File: src/rtl/dptr_xmem_ctrl.sv
// Data pointer (DPH:DPL) owner and MOVX external memory bus sequencer.
// Define XMEM_READY_EN to add the xmem_ready wait-request input.
module dptr_xmem_ctrl #(
  parameter int unsigned WAIT_CYCLES = 1,
  parameter logic [7:0]  SFR_DPL     = 8'h82,
  parameter logic [7:0]  SFR_DPH     = 8'h83
) (
  input  logic        clock,
  input  logic        reset,
  input  logic        op_valid,
  input  logic [2:0]  op_code,
  output logic        op_ready,
  input  logic [15:0] imm,
  input  logic [7:0]  acc_in,
  input  logic        wr,
  input  logic        wr_bit,
  input  logic [7:0]  addr,
  input  logic [7:0]  data_in,
  output logic [7:0]  data_h,
  output logic [7:0]  data_l,
  output logic [15:0] xmem_addr,
  output logic [7:0]  xmem_wdata,
  input  logic [7:0]  xmem_rdata,
`ifdef XMEM_READY_EN
  input  logic        xmem_ready,
`endif
  output logic        xmem_rd,
  output logic        xmem_wr,
  output logic [7:0]  rd_data,
  output logic        done
);

  localparam logic [2:0] S_IDLE   = 3'd0;
  localparam logic [2:0] S_SETUP  = 3'd1;
  localparam logic [2:0] S_STROBE = 3'd2;
  localparam logic [2:0] S_HOLD   = 3'd3;
  localparam logic [2:0] S_DONE   = 3'd4;

  localparam logic [2:0] OP_INC  = 3'd1;
  localparam logic [2:0] OP_LOAD = 3'd2;
  localparam logic [2:0] OP_XRD  = 3'd3;
  localparam logic [2:0] OP_XWR  = 3'd4;

  localparam logic [2:0] LAST_CNT = 3'(WAIT_CYCLES);

  logic [2:0] state;
  logic [2:0] state_nxt;
  logic [2:0] cnt;
  logic       is_wr;
  logic       accept;
  logic       bus_op;
  logic       last;
  logic       bus_ready;
  logic       strobe_end;
  logic       sfr_dpl;
  logic       sfr_dph;

`ifdef XMEM_READY_EN
  assign bus_ready = xmem_ready;
`else
  assign bus_ready = 1'b1;
`endif

  always_comb begin
    accept     = op_valid && op_ready;
    bus_op     = (op_code == OP_XRD) || (op_code == OP_XWR);
    last       = (cnt == LAST_CNT);
    strobe_end = last && bus_ready;
    sfr_dpl    = wr && !wr_bit && (addr == SFR_DPL);
    sfr_dph    = wr && !wr_bit && (addr == SFR_DPH);
    state_nxt  = state;
    case (state)
      S_IDLE:   if (accept) state_nxt = bus_op ? S_SETUP : S_DONE;
      S_SETUP:  state_nxt = S_STROBE;
      S_STROBE: if (strobe_end) state_nxt = S_HOLD;
      S_HOLD:   state_nxt = S_DONE;
      S_DONE:   state_nxt = S_IDLE;
      default:  state_nxt = S_IDLE;
    endcase
  end

  // Outputs are registered from the next state so they line up with the state they describe.
  always_ff @(posedge clock or posedge reset) begin
    if (reset) begin
      state      <= S_IDLE;
      cnt        <= '0;
      is_wr      <= 1'b0;
      op_ready   <= 1'b1;
      done       <= 1'b0;
      xmem_rd    <= 1'b0;
      xmem_wr    <= 1'b0;
      xmem_addr  <= '0;
      xmem_wdata <= '0;
      rd_data    <= '0;
      data_h     <= '0;
      data_l     <= '0;
    end else begin
      state    <= state_nxt;
      op_ready <= (state_nxt == S_IDLE);
      done     <= (state_nxt == S_DONE);
      xmem_rd  <= (state_nxt == S_STROBE) && !is_wr;
      xmem_wr  <= (state_nxt == S_STROBE) && is_wr;

      if (state != S_STROBE) cnt <= '0;
      else if (!last)        cnt <= cnt + 3'd1;

      if (accept && bus_op) begin
        xmem_addr <= {data_h, data_l};
        is_wr     <= (op_code == OP_XWR);
        if (op_code == OP_XWR) xmem_wdata <= acc_in;
      end

      if ((state == S_STROBE) && strobe_end && !is_wr) rd_data <= xmem_rdata;

      // An accepted INC/LOAD takes priority over a same-cycle SFR write.
      if (accept && (op_code == OP_INC)) begin
        {data_h, data_l} <= {data_h, data_l} + 16'd1;
      end else if (accept && (op_code == OP_LOAD)) begin
        {data_h, data_l} <= imm;
      end else begin
        if (sfr_dpl) data_l <= data_in;
        if (sfr_dph) data_h <= data_in;
      end
    end
  end

endmodule

File: config.mk
export PLATFORM = sky130hd
export DESIGN_NAME = dptr_xmem_ctrl
export DESIGN_NICKNAME = d
export VERILOG_FILES = /design/src/rtl/dptr_xmem_ctrl.sv
export SDC_FILE = /design/constraint.sdc
export NUM_CORES = 1
export LEC_CHECK = 0
export CAP_MARGIN = 20
export CORE_UTILIZATION = 45
export DETAILED_ROUTE_END_ITERATION = 12
export PLACE_DENSITY = 0.81
export SLEW_MARGIN = 20
export SYNTH_ARGS = -nofsm -noshare
export SYNTH_HDL_FRONTEND = slang
export SYNTH_SLANG_ARGS = --single-unit
export TNS_END_PERCENT = 5
File: constraint.sdc
create_clock -name clock -period 2.3 [get_ports clock]
set_input_delay 0.69 -clock clock [delete_from_list [all_inputs] [get_ports clock]]
set_output_delay 0.69 -clock clock [all_outputs]
set_load 0.005 [all_outputs]
==> impl_summary.log <==
INFO  metric timing.clock.skew = 0.00812 ns
INFO  metric post_synth_instance_area = 2940 um2
INFO  metric antennaDiodeCount = 0
INFO  metric r2r-end = rd_data[7]$_DFFE_PP0P_
INFO  metric clock_tree_from_tritoncts = yes
INFO  metric io_buffers = 107
INFO  metric buffer_count_from_post_cts_setup_fixing = 0
INFO  metric finalHoldViolations = 0
INFO  metric unrepaired_setup_endpoints_after_global_routing = no
INFO  metric worstSetupStartpointType = flip-flop
INFO  metric drt-initial-drc-count = 159
INFO  metric initial_cell_density_of_the_core = 46.5%
INFO  metric critical_path.max_stage_delay = 0.61 ns
INFO  metric dr_total_vias = 2665
INFO  metric peakVddDrop = 0.736 mV
INFO  metric routabilityCongestion = 0.897
INFO  metric largest_delay_share_family_worst_path = flip-flops
INFO  metric synth.distinct_cells = 54
INFO  metric final_cell_count_no_fill = 482
INFO  metric cts_inserted_buffers = 9
INFO  metric drive_above_1_share = 18.5%
INFO  metric nFillCells = 481
INFO  metric timing.critical_path.cells = clkdlybuf4s50_1
INFO  metric max_freq = 0.458 GHz
INFO  metric route.detailed.vias_per_inst = 5.53
INFO  metric totalNegativeSetupSlack = 0 ns
INFO  metric drt_pass1_iterations = 7
INFO  metric timing.final.ws_setup = 0.116 ns
INFO  metric detail_route.wirelength = 8.19 mm
INFO  metric detail-route-antenna-nets = 0
INFO  metric worst_case_register_to_register_setup_slack = 0.45 ns
INFO  metric slew_violations = 0
INFO  metric cts_root_buffer = sky130_fd_sc_hd__clkbuf_8
INFO  metric die_h = 82.8 um
INFO  metric post_synth.cell_area_avg = 10.9 um2
INFO  metric worst_rel_slew_slack = 68.3%
INFO  metric synth_nets = 328
INFO  metric worstPathMaxFanout = 6
INFO  metric worst-r2r-cell-count = 6
INFO  metric clock_latency = 0.34 ns
INFO  metric worst_setup_path_end_kind = primary output
INFO  metric overflow_left_after_global_routing = 0
INFO  metric worst_hold_path_type = reg -> reg
INFO  metric drc_errors = 0
INFO  metric overall_die_area = 6860 um2
INFO  metric cpMaxStageDelayCell = sky130_fd_sc_hd__dfstp_2
INFO  metric std_cell_rows = 29
INFO  metric floorplan.die.width = 82.8 um
INFO  metric count_of_flip_flops_with_a_built_in_enable_after_synthesis = 0
INFO  metric criticalPathCategory = reg -> out
INFO  metric dpl.cell_count = 466
INFO  metric post_drt_wl_per_cell = 17.0 um
INFO  metric antenna_found_initial = 0
INFO  metric ctsResizeCount = 0
INFO  metric arrival = 1.49 ns
INFO  metric synthFlopType = sky130_fd_sc_hd__dfrtp_1
INFO  metric netlist_instances = 269
INFO  metric hpwlAfterDp = 6.15 mm
INFO  metric post-place-ws = -0.173 ns
INFO  metric crit_buf_inv = 1
INFO  metric cellPowerDensity = 1090 nW/um2
INFO  metric setup_viol = 0
INFO  metric timing.critical_path.required = 1.61 ns
INFO  metric yosysSeqAreaShare = 50.3%
INFO  metric ffs_w_async_s_r_synth = 100%
INFO  metric areaGrowthSynthToFinish = 52.9%
INFO  metric post_route_minimum_period = 2.18 ns
INFO  metric postLayoutCoreUtil = 71.1%
INFO  metric clk_pin_slew = 0.06 ns
INFO  metric seqCellArea = 1480 um2
INFO  metric grt_pass1_wl = 13.5 mm
INFO  metric cts.sinks = 59
INFO  metric track_usage = 25.1%
INFO  metric pin_count = 108
INFO  metric worstReg2RegStart = cnt[1]$_DFFE_PP0P_
INFO  metric cts_hold_buffers = 0
INFO  metric htree_levels = 3
INFO  metric leakagePower = 0.00187 uW
INFO  metric worstSetupPathDepth = 1
INFO  metric grt_max_degree = 40
INFO  metric timing.critical_path.to = op_ready
INFO  metric postSynthRegisterBits = 59
INFO  metric first_global_vias = 2712
INFO  metric period_share = 94.9%
INFO  metric beginning_of_the_critical_path = op_ready$_DFF_PP1_
INFO  metric ctsLongestPathBuffers = 2
INFO  metric multi_input_comb_area = 1380 um2
INFO  metric tightest_slew = 0.474 ns
INFO  metric status = completed
INFO  metric design.final.nets = 459
INFO  metric core_region_area = 6310 um2
INFO  metric count_of_max_cap_constraint_violations = 0
INFO  metric yosysWarnings = 0
-- power by group --
| group | total, uW | internal (uW) | leakage (uW) | switching (uW) |
|---|---|---|---|---|
| clock | 1080 | 668 | 0.000113 | 414 |
| sequential | 1920 | 1490 | 0.000720 | 435 |
| combinational | 1890 | 1220 | 0.00104 | 671 |
-- state kept, by name (all words and copies together), names as in the netlist, 3 cells and up --
signal	cells
xmem_addr	16
data_h	8
data_l	8
rd_data	8
xmem_wdata	8
cnt	3
state	3
-- cells in the mapped netlist (4+ instances only) --
cell type,instances,area share [%]
sky130_fd_sc_hd__nand4_1,7,1.5
sky130_fd_sc_hd__mux2_1,8,3.1
sky130_fd_sc_hd__buf_2,4,0.68
sky130_fd_sc_hd__a21oi_1,25,4.3
sky130_fd_sc_hd__dfrtp_1,58,49
sky130_fd_sc_hd__o21ai_1,5,0.85
sky130_fd_sc_hd__nor2_1,19,2.4
sky130_fd_sc_hd__a22o_1,7,2.1
sky130_fd_sc_hd__nand2_1,25,3.2
sky130_fd_sc_hd__nand3_1,7,1.2
sky130_fd_sc_hd__inv_1,6,0.77
sky130_fd_sc_hd__mux2_2,25,9.6
sky130_fd_sc_hd__nor3_1,4,0.68
sky130_fd_sc_hd__o21ai_0,10,1.7
-- cell usage in the layout (no fill, tap or decap), drive strengths merged, types with 2 or more instances in the layout --
cell	netlist	layout
clkdlybuf4s50	0	107
dfrtp	58	58
mux2	33	33
nand2	26	26
a21oi	26	26
buf	8	22
nor2	21	21
o21ai	17	17
clkbuf	1	12
nand4	7	7
a22o	7	7
nand3	7	7
inv	6	6
nor3	4	4
nand2b	3	3
and4	3	3
o22ai	3	3
a22oi	3	3
ha	3	3
and3b	3	3
nor2b	3	3
o31a	2	2
a222oi	2	2
a21o	2	2
mux2i	2	2
o22a	2	2
bufinv	0	2
o41ai	2	2
-- routing by layer --
metal | global-route usage [%] | share of wire [%] | up-vias
li1 | - | - | 1259
met1 | 33.9 | 44 | 1293
met2 | 39.9 | 49 | 96
met3 | 4.17 | 4.6 | 17
met4 | 11.6 | 2.3 | 0
met5 | 0 | 0 | -
-- worst min path at each step --
stage                                  start                        to  depth (start not counted)
finish              xmem_addr[2]$_DFFE_PP0P_  xmem_addr[2]$_DFFE_PP0P_                          1
global route               is_wr$_DFFE_PP0P_         xmem_rd$_DFF_PP0_                          1
detailed placement  xmem_addr[2]$_DFFE_PP0P_  xmem_addr[2]$_DFFE_PP0P_                          1
global placement           is_wr$_DFFE_PP0P_         xmem_rd$_DFF_PP0_                          1
CTS                 xmem_addr[2]$_DFFE_PP0P_  xmem_addr[2]$_DFFE_PP0P_                          1
floorplan                  is_wr$_DFFE_PP0P_         xmem_rd$_DFF_PP0_                          1
-- layout make-up --
cell class | count | area share (%)
sequential | 59 | 32.9
multi-input combinational | 195 | 30.7
timing repair buffer | 129 | 28.6
clock buffer | 12 | 3.46
tap | 77 | 2.15
clock inverter | 4 | 1.62
inverter | 6 | 0.502
-- per-stage QoR --
step | hold slack (ns) | power (uW) | cell area (um2)
after floorplan | 0.442 | 2590 | 2940
after global routing | 0.518 | 5190 | 4490
final | 0.486 | 4890 | 4490
after global placement | 0.456 | 3750 | 4260
after detailed placement | 0.475 | 3820 | 4260
after CTS | 0.489 | 4920 | 4490
-- logic make-up (layout without fill, tap and decap cells) --
logic type / Yosys count / after routing / synth area share [%]
AOI/OAI and AO/OA: 74 / 74 / 17.0
xor gates and xnor gates: 2 / 2 / 0.596
adders and majority gates: 3 / 3 / 1.28
buffers and inverters: 15 / 151 / 2.73
DFF: 59 / 59 / 50.3
muxes: 35 / 35 / 13.3
and+or+nand+nor: 81 / 81 / 14.8
Power figures use the tool's default switching activity.
